### src/rtl/pipelined_adder.sv
`default_nettype none
// =============================================================================
// Module   : pipelined_adder
// Purpose  : WIDTH-bit adder split into STAGES carry-chained register stages,
//            valid/ready handshake, carry/overflow flags, wrap or saturate.
// Revision : 1.0  initial release
// =============================================================================
module pipelined_adder #(
   parameter int WIDTH  = 8,
   parameter int STAGES = 2
) (
   input  logic             clk,
   input  logic             rst_n,
   input  logic             in_valid,
   output logic             in_ready,
   input  logic [WIDTH-1:0] a,
   input  logic [WIDTH-1:0] b,
   input  logic             signed_mode,
   input  logic             sat_en,
   output logic             out_valid,
   input  logic             out_ready,
   output logic [WIDTH-1:0] sum,
   output logic             carry_out,
   output logic             overflow
);

   localparam int CHUNK   = WIDTH / STAGES;
   localparam int LAST_LO = WIDTH - CHUNK;
   localparam logic [LAST_LO:0] LAST_MASK = ((LAST_LO+1)'(1) << LAST_LO) - (LAST_LO+1)'(1);

   logic             advance;
   logic             last_v;
   logic [LAST_LO:0] last_acc;
   logic [CHUNK-1:0] last_a;
   logic [CHUNK-1:0] last_b;
   logic             last_sgn;
   logic             last_sat;

   logic             out_valid_q, out_valid_d;
   logic [WIDTH-1:0] sum_q, sum_d;
   logic             carry_q, carry_d;
   logic             overflow_q, overflow_d;

   // The whole pipe moves together; only a held output blocks it.
   assign advance  = ~(out_valid_q & ~out_ready);
   assign in_ready = advance;

   // Each intermediate stage keeps {carry, low partial sum} in acc_q and only
   // the operand bits still to be added in a_q/b_q.
   genvar s;
   generate
      for (s = 0; s < STAGES-1; s++) begin : g_stage
         localparam int LO = s * CHUNK;
         localparam int RW = WIDTH - LO;
         localparam int AW = LO + CHUNK + 1;
         localparam logic [LO:0] LO_MASK = ((LO+1)'(1) << LO) - (LO+1)'(1);

         logic                v_in, sgn_in, sat_in;
         logic [LO:0]         acc_in;
         logic [RW-1:0]       a_in, b_in;
         logic [CHUNK:0]      part;
         logic                v_q, v_d;
         logic                sgn_q, sgn_d;
         logic                sat_q, sat_d;
         logic [AW-1:0]       acc_q, acc_d;
         logic [RW-CHUNK-1:0] a_q, a_d;
         logic [RW-CHUNK-1:0] b_q, b_d;

         if (s == 0) begin : g_src_port
            assign v_in   = in_valid;
            assign acc_in = '0;
            assign a_in   = a;
            assign b_in   = b;
            assign sgn_in = signed_mode;
            assign sat_in = sat_en;
         end else begin : g_src_prev
            assign v_in   = g_stage[s-1].v_q;
            assign acc_in = g_stage[s-1].acc_q;
            assign a_in   = g_stage[s-1].a_q;
            assign b_in   = g_stage[s-1].b_q;
            assign sgn_in = g_stage[s-1].sgn_q;
            assign sat_in = g_stage[s-1].sat_q;
         end

         always_comb begin
            part  = {1'b0, a_in[CHUNK-1:0]} + {1'b0, b_in[CHUNK-1:0]}
                  + {{CHUNK{1'b0}}, acc_in[LO]};
            v_d   = v_q;
            sgn_d = sgn_q;
            sat_d = sat_q;
            acc_d = acc_q;
            a_d   = a_q;
            b_d   = b_q;
            if (advance) begin
               v_d   = v_in;
               sgn_d = sgn_in;
               sat_d = sat_in;
               acc_d = (AW'(part) << LO) | AW'(acc_in & LO_MASK);
               a_d   = a_in[RW-1:CHUNK];
               b_d   = b_in[RW-1:CHUNK];
            end
         end

         always_ff @(posedge clk) begin
            if (!rst_n) begin
               v_q   <= 1'b0;
               sgn_q <= 1'b0;
               sat_q <= 1'b0;
               acc_q <= '0;
               a_q   <= '0;
               b_q   <= '0;
            end else begin
               v_q   <= v_d;
               sgn_q <= sgn_d;
               sat_q <= sat_d;
               acc_q <= acc_d;
               a_q   <= a_d;
               b_q   <= b_d;
            end
         end
      end

      if (STAGES == 1) begin : g_last_port
         assign last_v   = in_valid;
         assign last_acc = '0;
         assign last_a   = a;
         assign last_b   = b;
         assign last_sgn = signed_mode;
         assign last_sat = sat_en;
      end else begin : g_last_prev
         assign last_v   = g_stage[STAGES-2].v_q;
         assign last_acc = g_stage[STAGES-2].acc_q;
         assign last_a   = g_stage[STAGES-2].a_q;
         assign last_b   = g_stage[STAGES-2].b_q;
         assign last_sgn = g_stage[STAGES-2].sgn_q;
         assign last_sat = g_stage[STAGES-2].sat_q;
      end
   endgenerate

   logic [CHUNK:0]   last_part;
   logic [WIDTH:0]   full;
   logic [WIDTH-1:0] raw;
   logic [WIDTH-1:0] sat_val;
   logic             c_raw;
   logic             v_raw;
   logic             use_sat;

   // Final chunk, flags and saturation feed the output register directly.
   always_comb begin
      last_part = {1'b0, last_a} + {1'b0, last_b} + {{CHUNK{1'b0}}, last_acc[LAST_LO]};
      full      = ((WIDTH+1)'(last_part) << LAST_LO) | (WIDTH+1)'(last_acc & LAST_MASK);
      raw       = full[WIDTH-1:0];
      c_raw     = full[WIDTH];
      v_raw     = (last_a[CHUNK-1] == last_b[CHUNK-1]) & (raw[WIDTH-1] != last_a[CHUNK-1]);
      if (last_sgn) begin
         sat_val = last_a[CHUNK-1] ? (WIDTH'(1) << (WIDTH-1)) : ~(WIDTH'(1) << (WIDTH-1));
      end else begin
         sat_val = '1;
      end
      use_sat     = last_sat & (last_sgn ? v_raw : c_raw);

      out_valid_d = out_valid_q;
      sum_d       = sum_q;
      carry_d     = carry_q;
      overflow_d  = overflow_q;
      if (advance) begin
         out_valid_d = last_v;
         if (last_v) begin
            sum_d      = use_sat ? sat_val : raw;
            carry_d    = c_raw;
            overflow_d = last_sgn ? v_raw : c_raw;
         end
      end
   end

   always_ff @(posedge clk) begin
      if (!rst_n) begin
         out_valid_q <= 1'b0;
         sum_q       <= '0;
         carry_q     <= 1'b0;
         overflow_q  <= 1'b0;
      end else begin
         out_valid_q <= out_valid_d;
         sum_q       <= sum_d;
         carry_q     <= carry_d;
         overflow_q  <= overflow_d;
      end
   end

   assign out_valid = out_valid_q;
   assign sum       = sum_q;
   assign carry_out = carry_q;
   assign overflow  = overflow_q;

endmodule
`default_nettype wire

### config.mk
export PLATFORM = sky130hd
export DESIGN_NAME = pipelined_adder
export DESIGN_NICKNAME = d
export VERILOG_FILES = /design/src/rtl/pipelined_adder.sv
export SDC_FILE = /design/constraint.sdc
export NUM_CORES = 1
export LEC_CHECK = 0
export BUFFER_PORTS_ARGS = -buffer_cell sky130_fd_sc_hd__buf_2
export CAP_MARGIN = 5
export CORE_ASPECT_RATIO = 1.75
export CORE_MARGIN = 5
export CORE_UTILIZATION = 50
export CTS_BUF_LIST = sky130_fd_sc_hd__clkbuf_8
export DETAILED_ROUTE_END_ITERATION = 8
export GPL_ROUTABILITY_DRIVEN = 0
export PLACE_DENSITY = 0.78
export SYNTH_ARGS = -nofsm -noshare
export SYNTH_HDL_FRONTEND = slang
export SYNTH_SLANG_ARGS = --single-unit
### constraint.sdc
create_clock -name clk -period 3.2 [get_ports clk]
set_clock_uncertainty 0.1 [all_clocks]
set_input_delay 0.32 -clock clk [delete_from_list [all_inputs] [get_ports clk]]
set_output_delay 0.32 -clock clk [all_outputs]
set_load 0.01 [all_outputs]
==> results by group <==
GRT
  – First-pass GRT wire length: roughly 4600 µm
  – Pin count of the biggest net entering global routing: 24
  – Number of global-route vias before repair: 1105
  – GRT overflow: 0
  – Initial antenna violation count: 0
  – Global Route Usage Sum: approximately 15%

Die
  – Starting Density: 51.0%
  – I/O pin total: 34
  – Die ar.: 3900 µm²
  – Core Area: 2660 µm²
  – Die Height: roughly 79 µm
  – Die width: 49.4 µm
  – # rows: 25

CTS
  – CTS tree: done
  – Setup bufs post-CTS: 0
  – Clock buffer depth: 2
  – Clk Latency, worst-skew pair: between 200 and 300 ps
  – Hold buffers post-CTS: 0
  – CTS buffer count: 3
  – H-tree Lvls: 1
  – # resized after CTS: 0
  – Total clock sinks: 27
  – Root Driver: clkbuf_8
  – Clk pin slew, worst setup/hold paths: approximately 90 ps

Worst setup path
  – Critical Path AT: ~2200 ps
  – Worst reg2reg path depth: 7
  – Crit start category: flop
  – Crit end category: flop
  – Worst EP required: approximately 3300 ps
  – Crit Path Category: flop to flop
  – Worst r2r src: g_stage[0].acc_q[4]
  – Max FO, Critical Path: 7
  – Critical path endpoint: sum[5]
  – RR Endpoint: sum[5]
  – Flop2flop setup slack: 1030 ps
  – Crit path launch: g_stage[0].acc_q[4]

Hold path
  – WHS Path Cells: 3
  – HP Class: input port to flop
  – Hold_sp: signed_mode

STA
  – Fin crit period: 2170 ps
  – Setup violators final: 0
  – RSZ-0062 raised after global routing: no
  – Endpoints failing hold: 0
  – Final worst slack: 1030 ps
  – Setup_tns: 0 ps
  – Worst Tran Pin Value: about 480 ps
  – Max_slew headroom: 67.5%
  – Pins Over Slew Limit: 0
  – Max Clock Freq: 460 MHz
  – Fin crit share: a little under 70%

Power
  – Peak VDD IR: 302 µV
  – PD cells: ~440 nW/µm²
  – Pwr Total: 689 µW
  – Leak: 0.728 nW

Synthesis
  – Synth Flop Type: dfxtp_1
  – Main area contributors after synthesis: dfxtp_1, nand2_1, a21boi_0
  – Register area share after synthesis: 39.9%
  – Post-synth ARST share: 0%
  – Area share of the largest cell type after synthesis: 39.9%
  – Synth warnings: 0
  – Syn Area/Cell: 8.81 µm²
  – Post-synthesis cell type count: 36
  – Synth Instances: 154
  – Number of enable flip-flop cells after synthesis: 0
  – Cell Area, Synth: between 1000 and 1500 µm²
  – Mapped Nets: 186
  – Post-synth top area cell: dfxtp_1
  – Seq cells post-synth: 27
  – Top cells by count, synth: dfxtp_1, nand2_1, nor2_1, a21boi_0

Cells and area
  – Share of layout cells above drive strength 1: 23.2%
  – Fillcell total: 243
  – Area Growth Syn to Fin: 16.2%
  – Ant diodes: 0
  – Nets: between 200 and 250

Routing
  – DR WL/cell: 12.5 µm
  – DR iter-0 viols: 30
  – Final ANT Viol Nets: 0
  – Post-route DRC: 0
  – DR pass1 iterations: 4
  – Avg Vias per Cell: 5.43
  – Via count: 1151
  – WL final: 2640 µm

Placement
  – Port Buf Inserts: 33
  – Pre-CTS setup slack: 1030 ps
  – Dpl hpwl: 2050 µm

Run status
  – Status: finished clean

Run
  – Max-cap violations: 0
## worst min path at each step
| stage | end | slack, ps |
|---|---|---|
| after CTS | g_stage[0].sgn_q | 180 |
| after global placement | g_stage[0].b_q[2] | 360 |
| after detailed placement | g_stage[0].b_q[3] | 370 |
| after floorplan | g_stage[0].acc_q[0] | 340 |
| final | g_stage[0].sgn_q | 190 |
| after global routing | g_stage[0].b_q[1] | 190 |
## registers in the layout (all words and copies together), names as in the netlist, 4 cells and up
name and count:
g_stage.a_q 4, g_stage.acc_q 5, g_stage.b_q 4, sum 8
## logic make-up (layout without fill, tap and decap cells)
logic type	count (synthesis)	in the layout	synth area share [%]
XOR/XNOR	1	1	0.646
adder cells (fa/ha/maj)	10	10	10.9
multiplexers	1	1	0.738
buffers and inverters	15	46	4.52
flip-flops	27	27	39.9
AO/OA/AOI/OAI	41	41	23.5
AND/OR/NAND/NOR	59	59	19.8
## power breakdown
group          switching, mW  internal [mW]  leakage, nW
combinational         0.0667         0.0572        0.477
sequential            0.0155          0.361        0.224
clock                  0.102         0.0861       0.0269
total                  0.184          0.505        0.728
## layer usage
| metal | share of wire (%) | global-route usage, % |
|---|---|---|
| met2 | 54 | 26.7 |
| met1 | 39 | 15.7 |
| met5 | 0 | 0 |
| met4 | 1.7 | 6.30 |
| met3 | 5.0 | 3.19 |
## per-stage QoR
stage               instance area [µm²]  hold slack [ps]  instances  util, %
finish                             1580              189        212     59.3
global route                       1580              190        212     59.3
CTS                                1580              185        212     59.3
detailed placement                 1530              368        208     57.6
global placement                   1530              355        208     57.6
floorplan                          1360              341        154        -
## cell usage in the layout, fill, tap and decap left out, types with 3 or more instances in the layout
cell	synthesis	layout
a21oi_1	6	6
a21boi_0	12	12
buf_2	4	33
o21ai_0	7	7
fa_1	3	3
clkbuf_8	0	3
a211oi_1	6	6
dfxtp_1	27	27
nand2_1	27	27
ha_1	7	7
inv_1	7	8
nor2_1	15	15
nor2b_1	5	5
## critical path, cell delays in order (launching register included)
cell,delay [ps]
dfxtp_1,330
fa_1,450
inv_1,90
fa_1,200
nor2b_1,70
o311a_1,350
o31ai_4,330
a311oi_2,140
## cell type report
type	instances	area [µm²]	share of cell area, %
inverter	8	30.0	1.90
multi-input combinational	112	754	47.9
sequential	27	541	34.3
timing repair buffer	34	173	11.0
clock inverter	1	3.75	0.238
tap	27	33.8	2.14
clock buffer	3	41.3	2.62
Note: power is estimated with default switching activity, not from simulation.
